===== config.mk =====
export PLATFORM = sky130hd
export DESIGN_NAME = pc_seq_unit
export DESIGN_NICKNAME = d
export VERILOG_FILES = /design/src/rtl/pc_seq_unit.sv
export SDC_FILE = /design/constraint.sdc
export NUM_CORES = 1
export LEC_CHECK = 0
export ABC_AREA = 1
export CAP_MARGIN = 20
export CORE_MARGIN = 2
export CORE_UTILIZATION = 50
export DETAILED_ROUTE_END_ITERATION = 7
export PLACE_DENSITY = 0.73
export SLEW_MARGIN = 10
export SYNTH_ARGS = -nofsm -noshare
export SYNTH_HDL_FRONTEND = slang
export SYNTH_SLANG_ARGS = --single-unit

===== constraint.sdc =====
create_clock -name Clk -period 8.85 [get_ports Clk]
set_input_delay 0.885 -clock Clk [delete_from_list [all_inputs] [get_ports Clk]]
set_output_delay 0.885 -clock Clk [all_outputs]
set_load 0.02 [all_outputs]

===== src/rtl/pc_seq_unit.sv =====
// Fetch program-counter sequencer: boot/run/exception-bubble FSM, prioritised
// redirects and a circular return-address stack for jal / jr $ra pairs.
module pc_seq_unit #(
  parameter int              ADDR_W    = 32,
  parameter logic [ADDR_W-1:0] RESET_VEC = ADDR_W'(32'h0000_3000),
  parameter logic [ADDR_W-1:0] EXC_VEC   = ADDR_W'(32'h0000_4180),
  parameter int              RAS_DEPTH = 4
) (
  input  logic                         Clk,
  input  logic                         PcReSetN,
  input  logic                         FetchReady,
  input  logic                         PcSel,
  input  logic [ADDR_W-1:0]            BrOffset,
  input  logic                         JumpEn,
  input  logic [25:0]                  JumpTarget,
  input  logic                         JrEn,
  input  logic [ADDR_W-1:0]            JrTarget,
  input  logic                         LinkEn,
  input  logic                         RetEn,
  input  logic                         ExcEn,
  input  logic                         EretEn,
  output logic [ADDR_W-1:0]            PC,
  output logic                         FetchValid,
  output logic [ADDR_W-1:0]            Epc,
  output logic [$clog2(RAS_DEPTH):0]   RasCount,
  output logic                         RasMiss
);

  localparam int PW = $clog2(RAS_DEPTH);
  localparam int CW = PW + 1;
  localparam logic [ADDR_W-1:0] ALIGN = ~ADDR_W'(3);

  typedef enum logic [1:0] {BOOT, RUN, EXC_BUBBLE} state_t;

  state_t            r_state, w_state_nxt;
  logic [ADDR_W-1:0] r_pc, w_pc_nxt;
  logic [ADDR_W-1:0] r_epc, w_epc_nxt;
  logic              r_fv, r_miss, w_miss;
  logic [CW-1:0]     r_cnt;
  logic [PW-1:0]     r_top, w_top_inc, w_top_dec;
  logic [ADDR_W-1:0] r_ras [RAS_DEPTH];
  logic              w_push, w_pop;
  logic [ADDR_W-1:0] w_pc4;

  assign w_pc4     = r_pc + ADDR_W'(4);
  assign w_top_inc = r_top + PW'(1);
  assign w_top_dec = r_top - PW'(1);

  always_comb begin
    w_state_nxt = r_state;
    w_pc_nxt    = r_pc;
    w_epc_nxt   = r_epc;
    w_push      = 1'b0;
    w_pop       = 1'b0;
    w_miss      = 1'b0;
    case (r_state)
      BOOT:       w_state_nxt = RUN;
      EXC_BUBBLE: w_state_nxt = RUN;
      RUN: begin
        // Exceptions are taken even on a stalled cycle.
        if (ExcEn) begin
          w_state_nxt = EXC_BUBBLE;
          w_epc_nxt   = r_pc & ALIGN;
          w_pc_nxt    = EXC_VEC & ALIGN;
        end else if (FetchReady) begin
          w_push = LinkEn;
          if (EretEn)
            w_pc_nxt = r_epc & ALIGN;
          else if (RetEn) begin
            if (r_cnt != '0) begin
              w_pc_nxt = r_ras[r_top];
              w_pop    = 1'b1;
            end else begin
              w_pc_nxt = JrTarget & ALIGN;
              w_miss   = 1'b1;
            end
          end
          else if (JrEn)   w_pc_nxt = JrTarget & ALIGN;
          else if (JumpEn) w_pc_nxt = {w_pc4[ADDR_W-1:28], JumpTarget, 2'b00};
          else if (PcSel)  w_pc_nxt = w_pc4 + (BrOffset << 2);
          else             w_pc_nxt = w_pc4;
        end
      end
      default: w_state_nxt = BOOT;
    endcase
  end

  always_ff @(posedge Clk or negedge PcReSetN) begin
    if (!PcReSetN) begin
      r_state <= BOOT;
      r_pc    <= RESET_VEC;
      r_epc   <= '0;
      r_fv    <= 1'b0;
      r_miss  <= 1'b0;
    end else begin
      r_state <= w_state_nxt;
      r_pc    <= w_pc_nxt;
      r_epc   <= w_epc_nxt;
      r_fv    <= (w_state_nxt == RUN);
      r_miss  <= w_miss;
    end
  end

  // Circular stack: a push on a full stack silently overwrites the oldest slot.
  always_ff @(posedge Clk or negedge PcReSetN) begin
    if (!PcReSetN) begin
      r_cnt <= '0;
      r_top <= '0;
      for (int i = 0; i < RAS_DEPTH; i++) r_ras[i] <= '0;
    end else if (w_push && w_pop) begin
      r_ras[r_top] <= w_pc4;
    end else if (w_push) begin
      r_top            <= w_top_inc;
      r_ras[w_top_inc] <= w_pc4;
      if (r_cnt != CW'(RAS_DEPTH)) r_cnt <= r_cnt + CW'(1);
    end else if (w_pop) begin
      r_top <= w_top_dec;
      r_cnt <= r_cnt - CW'(1);
    end
  end

  assign PC         = r_pc;
  assign FetchValid = r_fv;
  assign Epc        = r_epc;
  assign RasCount   = r_cnt;
  assign RasMiss    = r_miss;

endmodule

; ---- Yosys cells after proc, flatten, opt, wreduce, memory -nomap -nowiden
; Cells that the tools add are included.
[totals]
inputBits = 100
elab_cells = 83
regBits = 199
out_inout_bits = 69
[classes]
n_addsub = 6
muxes = 41
n_lt_le_gt_ge = 4
bitwise_logic = 3
reduce_logical = 13
n_eq_ne = 5
[ops]
columns = op, n
row1 = 2-to-1 mux 32 bit, 12
row2 = bitwise mux 128 bit, 2
row3 = 2-to-1 mux 128 bit, 2
row4 = demux 32 bit (select 2 bit), 2
row5 = binary-select mux 32 bit (select 2 bit), 1
row6 = "adder 32 x 3 -> 32 bit, second input constant", 1
row7 = adder 32 bit, 1
row8 = 2-to-1 mux 1 bit, 15
row9 = 2-to-1 mux 3 bit, 3
row10 = ">= comparator 3 bit, second input constant", 2
row11 = "< comparator 3 x 1 -> 1 bit, second input constant", 2
row12 = 2-to-1 mux 2 bit, 3
row13 = inverter 2 -> 3 bit, 2
row14 = AND reduction 2 bit, 3
row15 = nonzero test 2 bit, 3
row16 = "equality test 2 x 1 -> 1 bit, second input constant", 2
row17 = case mux 2 bit (2 select lines), 1
row18 = "adder 3 x 1 -> 3 bit, second input constant", 1
row19 = logical AND 1 bit, 3
row20 = "!= test 3 bit, second input constant", 1
row21 = AND reduction 3 bit, 1
row22 = nonzero test 3 bit, 1
row23 = "subtractor 3 x 1 -> 3 bit, second input constant", 1
row24 = "adder 2 x 1 -> 2 bit, second input constant", 1
row25 = other kinds (6), 6

; ---- Longest topological paths before layout
; Gate-level depths: netlist of the first run.
[logic_depth]
word_depth = 10
ltp_mapped = 29
ltp_nobuf = 29

; ---- Worst setup path before layout of the first run
; OpenSTA, ideal clock, no wires.
[synth_timing]
path_type = register to register
from = reg r_pc[3], in the netlist PC[3]
to = reg r_pc[31], in the netlist PC[31]
synth_period_minus_slack_ps = 3116
path_stages_with_launch = 29
arrival_time_ps = 3000
slack_ps = 5734
n_path_buf = 0
setup_ps = 117
required_time_ps = 8733
path_cell_list = dfrtp_1 -> ha_1 -> nand2_1 -> nor2_2 -> nand2_1 -> inv_2 -> nand3_2 -> nor2_4 -> nand2_1 -> xor2_1 -> inv_1 -> ha_1 -> inv_1 -> nor3_1 -> nand2_1 -> inv_1 -> nand2_1 -> nand2_1 -> inv_1 -> nand2_1 -> nand2_1 -> nand3_1 -> nand2_1 -> nand2_1 -> nand2_1 -> nand2_1 -> nand2_1 -> nand2_1 -> nand2_1
[synth_via]
elab_chain_cells = 9
[synth_lines]
columns = element, line
row1 = "start, declared", 36  ; logic [ADDR_W-1:0] r_pc, w_pc_nxt;
row2 = "start signal, assigned", 97  ; r_pc <= w_pc_nxt;
row3 = adder 32 x 3 -> 32 bit (*), 45  ; assign w_pc4 = r_pc + ADDR_W'(4);
row4 = adder 32 bit, 80  ; else if (PcSel) w_pc_nxt = w_pc4 + (BrOffset << 2);
row5 = 2-to-1 mux 32 bit, 80
row6 = 2-to-1 mux 32 bit (*), 79  ; else if (JumpEn) w_pc_nxt = {w_pc4[ADDR_W-1:28], JumpTarget, 2'b00};
row7 = 2-to-1 mux 32 bit (*), 78  ; else if (JrEn) w_pc_nxt = JrTarget & ALIGN;
row8 = 2-to-1 mux 32 bit (*), 69  ; else if (RetEn) begin
row9 = 2-to-1 mux 32 bit (*), 67  ; if (EretEn)
row10 = 2-to-1 mux 32 bit (*), 65  ; end else if (FetchReady) begin
row11 = 2-to-1 mux 32 bit (*), 61  ; if (ExcEn) begin
; Mark *: on every way between the ends. The rest lies on a longest branch, timed or not. The select of a mux whose other input is x is not followed.
; A chain may end at the register's enable or synchronous reset.

; ---- Final worst setup path of the first run
[layout_timing]
from = reg r_pc[2], in the netlist PC[2]
to = reg r_pc[31], in the netlist PC[31]
; Same word-level chain as after synthesis.

==> impl_results.md, run 1 <==
- Fin. max-slew vios: 0
- Ys flop type: dfrtp_1
- Area of the mapped netlist: 12600 um^2
- Total grt overflow: 0
- Port-buffer cells: 162
- GRT met2 Usage: 55.4%
- Average routed wire per standard cell: 20.7 um
- Pin count of the biggest net entering global routing: 73
- Register bit total from synthesis: 199
- Max cap viols: 0
- Critical Path Fanout Max: 13
- Required time worst endpoint: 9.20 ns
- Crit. End Element: flip-flop
- Run status: completed
- Antenna violations before repair: 0
- Maximum vdd drop: 0.340 mV
- Sequential fraction of the synthesis area: 39.4%
- TritonCTS clock tree: built
- Final GP Congestion: 1.04
- Clock tree buffer depth: 2
- P_leak: 7.08 nW
- M3 GR Usage: 4.60%
- Cell variety after synth: 49
- Crit path kind: flip-flop to flip-flop
- Hold Fails Final Rpt: 0
- Core ar.: 25000 um^2
- Design Area, Final: 15100 um^2
- Die Span X: 163 um
- GR Util All Layers: 35.8%
- ANT cells: 0
- Max incr delay on CP: 0.79 ns
- Hold WC Path Type: primary input to async pin
- Clock Skew: 0.0207 ns
- Period utilization: 50.8%
- Top Ports: 169
- Starting Density: 50.5%
- Ys async rst share: 100%
- DRT Wirelength: 47.1 mm
- Total CTS buffers: 17
- Critical Path Start Type: flip-flop
- Detailed-routing iteration count for the pre-antenna-repair pass: 6
- GRT busiest layer: met2
- First-pass GRT wire length: 71.3 mm
- Share of layout cells above drive strength 1: 4.68%
- Pwr dens: 267 nW/um^2
- Fin nets: 2075
- RSZ-0062 raised after global routing: false
- Slowest stage cell, crit path: dfrtp_1
- Worst-Margin Slew: 1.03 ns
- Global routing met1 resource utilization: 51.1%
- EDFF count, synth: 0
- Area of the die: 26600 um^2
- CTS clk-pin slew, worst paths: 0.09 ns
- DRT iter0 DRCs: 1605
- Tmin final: 4.50 ns
- Syn avg cell area: 6.98 um^2
- Gate Count Post-Synth: 1812
- Cell mode on critical path: nand2_1
- Post-DP HPWL: 34.6 mm
- Remaining DRCs: 0
- Worst-Skew Late Latency: 0.45 ns
- Drt via density: 5.80
- CTS root buffer: clkbuf_16
- Die height: 163 um
- Final setup viols: 0
- Crit path DAT: 4.84 ns
- Detail Route Antenna Nets: 0
- H-tree Lvls: 4
- CTS sink cnt: 199
- DR vias: 13204
- Vias in the first global route: 11975
- Postcts setup bufs: 0
- Setup TNS: 0 ns
- Hold buffers post-CTS: 0
- Max Fclk: 0.222 GHz
- Area after DPL: 14500 um^2
- Site row count: 58
- Yosys warning count: 0
- Area delta synth->final: 19.7%
- Fillers: 2338
- Slew margin rel.: 31.4%
- # resized after CTS: 0
metal layers:
metal / vias to the layer above / share of wire (%)
met2: 694 / 45
li1: 6162 / -
met4: 0 / 4.1
met3: 87 / 8.6
met1: 6261 / 42
met5: - / 0
critical path: cells and delay by family (launching register included):
kind                       cells  cell delay [ns]
buffers and inverters          5             0.53
adders and majority gates      2             0.76
and+or+nand+nor               20             2.02
xor gates and xnor gates       1             0.30
DFF                            1             0.79
logic make-up (layout without fill, tap and decap cells):
logic type / after synthesis / count (layout) / share of synthesized area, %
buffers and inverters: 264 / 396 / 8.10
other: 1 / 2 / 0.0296
AND/OR/NAND/NOR: 840 / 840 / 26.8
XOR/XNOR: 21 / 21 / 1.51
AO/OA/AOI/OAI: 443 / 443 / 19.7
adder cells (fa/ha/maj): 43 / 43 / 4.37
multiplexers: 1 / 1 / 0.0890
flip-flops: 199 / 199 / 39.4
per-stage QoR:
| step | total power [W] | worst slack, ns | utilization [%] | hold slack, ns | cells |
|---|---|---|---|---|---|
| finish | 0.00405 | 4.35 | 60.5 | 0.428 | 2275 |
| global route | 0.00430 | 3.98 | 60.5 | 0.463 | 2275 |
| floorplan | 0.00249 | 5.73 | - | 0.442 | 1813 |
| global placement | 0.00314 | 4.22 | 58.0 | 0.459 | 2243 |
| detailed placement | 0.00318 | 4.17 | 58.0 | 0.465 | 2243 |
| CTS | 0.00404 | 4.45 | 60.5 | 0.452 | 2275 |
sequential cells by signal, summed over array words and instances, names as in the netlist:
| name | flops |
|---|---|
| r_top | 2 |
| RasMiss | 1 |
| PC | 32 |
| RasCount | 3 |
| FetchValid | 1 |
| r_state | 2 |
| r_ras | 128 |
| Epc | 30 |
Yosys cell counts (7+ instances only):
library cell | instances | area share, %
a21oi_1 | 114 | 4.5
a221oi_1 | 11 | 0.76
a31oi_1 | 14 | 0.69
a32o_1 | 13 | 1.0
buf_2 | 15 | 0.59
clkbuf_1 | 61 | 1.8
dfrtp_1 | 197 | 39
ha_1 | 41 | 4.1
inv_1 | 176 | 5.2
nand2_1 | 568 | 17
nand3_1 | 54 | 2.1
nand4_1 | 13 | 0.64
nor2_1 | 161 | 4.8
nor3_1 | 12 | 0.47
o211ai_1 | 10 | 0.59
o21a_1 | 7 | 0.42
o21ai_0 | 227 | 9.0
o221ai_1 | 7 | 0.48
o22ai_1 | 17 | 0.84
or2_2 | 10 | 0.49
xor2_1 | 16 | 1.1
area by class of cell:
class | count | area [um^2] | area share, %
clock buffer | 18 | 439 | 2.90
clock inverter | 14 | 193 | 1.27
inverter | 183 | 687 | 4.54
multi-input combinational | 1350 | 6660 | 44.0
sequential | 199 | 4980 | 32.9
tap | 330 | 413 | 2.73
timing repair buffer | 181 | 1770 | 11.7
worst paths after layout:
kind / from / endpoint / slack, ns / cells past startpoint
min in group Clk: r_ras[38]$_DFFE_PN0P_ / r_ras[38]$_DFFE_PN0P_ / 0.48 / 2
setup reg to reg: PC[2]$_DFFE_PN0P_ / PC[31]$_DFFE_PN0P_ / 4.35 / 28
hold / removal: PcReSetN / r_ras[126]$_DFFE_PN0P_ / 0.43 / 1
max in group asynchronous: PcReSetN / r_ras[16]$_DFFE_PN0P_ / 6.33 / 3
setup / recovery: PC[2]$_DFFE_PN0P_ / PC[31]$_DFFE_PN0P_ / 4.35 / 28
hold reg to reg: r_ras[38]$_DFFE_PN0P_ / r_ras[38]$_DFFE_PN0P_ / 0.48 / 2
power breakdown:
part / switching (W) / leakage, nW / internal [W]
clock: 0.000428 / 0.303 / 0.000421
sequential: 0.000211 / 2.60 / 0.00121
combinational: 0.00114 / 4.18 / 0.000631
total: 0.00178 / 7.08 / 0.00226
cells in the final DEF, fill, tap and decap left out, types with 5 or more instances in the layout:
cell type / n
nor2_4: 6
nand4_1: 13
a22oi_1: 6
dfrtp_1: 196
nor3_1: 12
ha_1: 41
nand2_2: 5
o22ai_1: 17
nor2_1: 160
nand2_1: 566
a21oi_1: 114
o21a_1: 7
buf_4: 19
a221oi_1: 11
clkdlybuf4s50_1: 161
a21o_1: 5
inv_1: 175
a31oi_1: 14
o221ai_1: 7
o21ai_0: 227
o211ai_1: 10
a32o_1: 13
xor2_1: 16
or2_2: 10
nand3_1: 54
clkbuf_16: 17
Power figures use the tool's default switching activity.
==> run 2: changes to the inputs <==
==> constraint.sdc (replaced) <==
create_clock -name Clk -period 4.2 [get_ports Clk]
set_input_delay 0.42 -clock Clk [delete_from_list [all_inputs] [get_ports Clk]]
set_output_delay 0.42 -clock Clk [all_outputs]
set_load 0.02 [all_outputs]
==> run 2 against run 1 <==
  * Hold slack worse by 0.40 ns
  * Fmax up 16%
  * Critical path type unchanged
  * Worst setup slack got worse by 4.0 ns
  * Critical path depth shrank 5
  * First-iteration DRC count decreased by 6.0%
  * Largest cell class unchanged
  * Sequential share of layout area fell by 0.54 points
  * Clock power up 110%
  * Design area up 1.7%
  * Count of clock-buffer cells in the layout is 1 lower
  * Cell count is 1.5% higher
  * Routed wire length rose by 3.1%
  * Sequential cell count unchanged
==> impl_results.md, run 2 (same netlist as run 1, synthesis figures left out) <==
- Worst-Margin Slew: 0.809 ns
- Final setup viols: 0
- Detail Route Antenna Nets: 0
- Period utilization: 92.6%
- DR vias: 13237
- Clock tree buffer depth: 2
- Critical Path Start Type: flip-flop
- Crit path kind: flip-flop to flip-flop
- DRT iter0 DRCs: 1509
- GR Util All Layers: 36.6%
- P_leak: 7.25 nW
- Hold WC Path Type: primary input to async pin
- Crit path DAT: 4.25 ns
- Fin. max-slew vios: 0
- Setup TNS: 0 ns
- Most flop-heavy register: r_ras
- Starting Density: 50.5%
- H-tree Lvls: 4
- Clock Skew: 0.0199 ns
- Sequential cell area: 4980 um^2
- Final core utilization: 61.5%
- Antenna violations before repair: 0
- Die Span X: 163 um
- Area delta synth->final: 21.7%
- Core ar.: 25000 um^2
- CTS clk-pin slew, worst paths: 0.09 ns
- Max Fclk: 0.257 GHz
- Drt via density: 5.73
- Remaining DRCs: 0
- CTS sink cnt: 199
- Required time worst endpoint: 4.56 ns
- Fillers: 2323
- Average routed wire per standard cell: 21.0 um
- TritonCTS clock tree: built
- Die height: 163 um
- Share of layout cells above drive strength 1: 6.52%
- Maximum vdd drop: 0.346 mV
- Flip-flop count of the largest register after layout: 128
- DRT Wirelength: 48.6 mm
- CTS root buffer: clkbuf_16
- Slew margin rel.: 45.3%
- Worst slack, placed: 0.365 ns
- Area of the die: 26600 um^2
- Hold Fails Final Rpt: 0
- Final setup margin: 0.312 ns
- Site row count: 58
- Vias in the first global route: 12027
- Tmin final: 3.89 ns
- RSZ-0062 raised after global routing: false
- Max cap viols: 0
- Top Ports: 169
- Detailed-routing iteration count for the pre-antenna-repair pass: 5
- ANT cells: 0
- Total CTS buffers: 17
- Most frequent cells in the layout: nand2_1 (566), o21ai_0 (227), dfrtp_1 (195), inv_1 (175), clkdlybuf4s50_1 (161)
- Final GP Congestion: 1.02
- First-pass GRT wire length: 72.2 mm
- Commonest non-fill, non-tap cell in the layout: nand2_1
- Critical Path Fanout Max: 7
- Worst-Skew Late Latency: 0.46 ns
- Run status: completed
- Fin nets: 2110
- Pwr dens: 563 nW/um^2
- Crit. End Element: flip-flop
- Area taken by multi-input logic gates: 6670 um^2
- Total grt overflow: 0
- Post-DP HPWL: 36.5 mm
- Pin count of the biggest net entering global routing: 93
- Port-buffer cells: 162
- Overall power: 0.00867 W
## run 2: where the power goes
| group | leakage, nW | internal (W) | switching (W) |
|---|---|---|---|
| sequential | 2.59 | 0.00255 | 0.000478 |
| combinational | 4.35 | 0.00139 | 0.00245 |
| clock | 0.300 | 0.000824 | 0.000972 |
## run 2: critical path, cell delays in order, from the launching register on
cell and delay (ns):
dfrtp_1 0.50, ha_1 0.30, nand2_1 0.11, nor2_2 0.17
nand2_1 0.11, inv_2 0.10, nand3_2 0.14, nor2_4 0.15
nand3_1 0.11, nand2_1 0.24, inv_1 0.08, ha_1 0.41
nand2_1 0.14, nor2_1 0.19, nand2_1 0.09, or2_2 0.31
nand4_1 0.09, nand3_1 0.12, nand2_1 0.07, nand2_1 0.04
nand2_1 0.12, nand2_1 0.07, nand2_1 0.06, nand2_1 0.05
## run 2: per-layer routing
metal | share of wire, % | up-vias | global-route usage [%]
li1 | - | 6224 | -
met1 | 43 | 6274 | 51.6
met2 | 45 | 640 | 56.8
met3 | 6.7 | 99 | 3.99
met4 | 5.0 | 0 | 17.4
met5 | 0 | - | 0
## run 2: area by class of cell
class,count,area share [%]
Clock buffer,17,2.76
Clock inverter,15,1.25
Inverter,183,4.46
Multi-Input combinational cell,1350,43.3
Sequential cell,199,32.4
Tap cell,330,2.68
Timing Repair Buffer,216,13.2
## run 2: worst paths after layout
| check | depth (start not counted) | slack [ns] | start | endpoint |
|---|---|---|---|---|
| max | 23 | 0.31 | PC[3]$_DFFE_PN0P_ | PC[27]$_DFFE_PN0P_ |
| min | 1 | 0.03 | PcReSetN | r_ras[53]$_DFFE_PN0P_ |
| max reg2reg | 23 | 0.31 | PC[3]$_DFFE_PN0P_ | PC[27]$_DFFE_PN0P_ |
| min reg2reg | 1 | 0.48 | r_state[1]$_DFF_PN0_ | r_state[0]$_DFF_PN0_ |
| max in group asynchronous | 2 | 3.15 | PcReSetN | r_ras[106]$_DFFE_PN0P_ |
| min in group Clk | 1 | 0.48 | r_state[1]$_DFF_PN0_ | r_state[0]$_DFF_PN0_ |
## run 2: per-stage QoR
stage	area (um^2)	cells	hold slack [ns]
6_report	15400	2310	0.0263
5_1_grt	15400	2310	0.0928
4_1_cts	15400	2310	0.0716
3_5_place_dp	14800	2278	0.468
3_3_place_gp	14800	2278	0.455
2_1_floorplan	12700	1813	0.124
## run 2: timing repair
action,CTS,global route
setup endpoints to repair,0,3
hold buffers,0,0
resized for setup,0,3
setup buffers,0,0
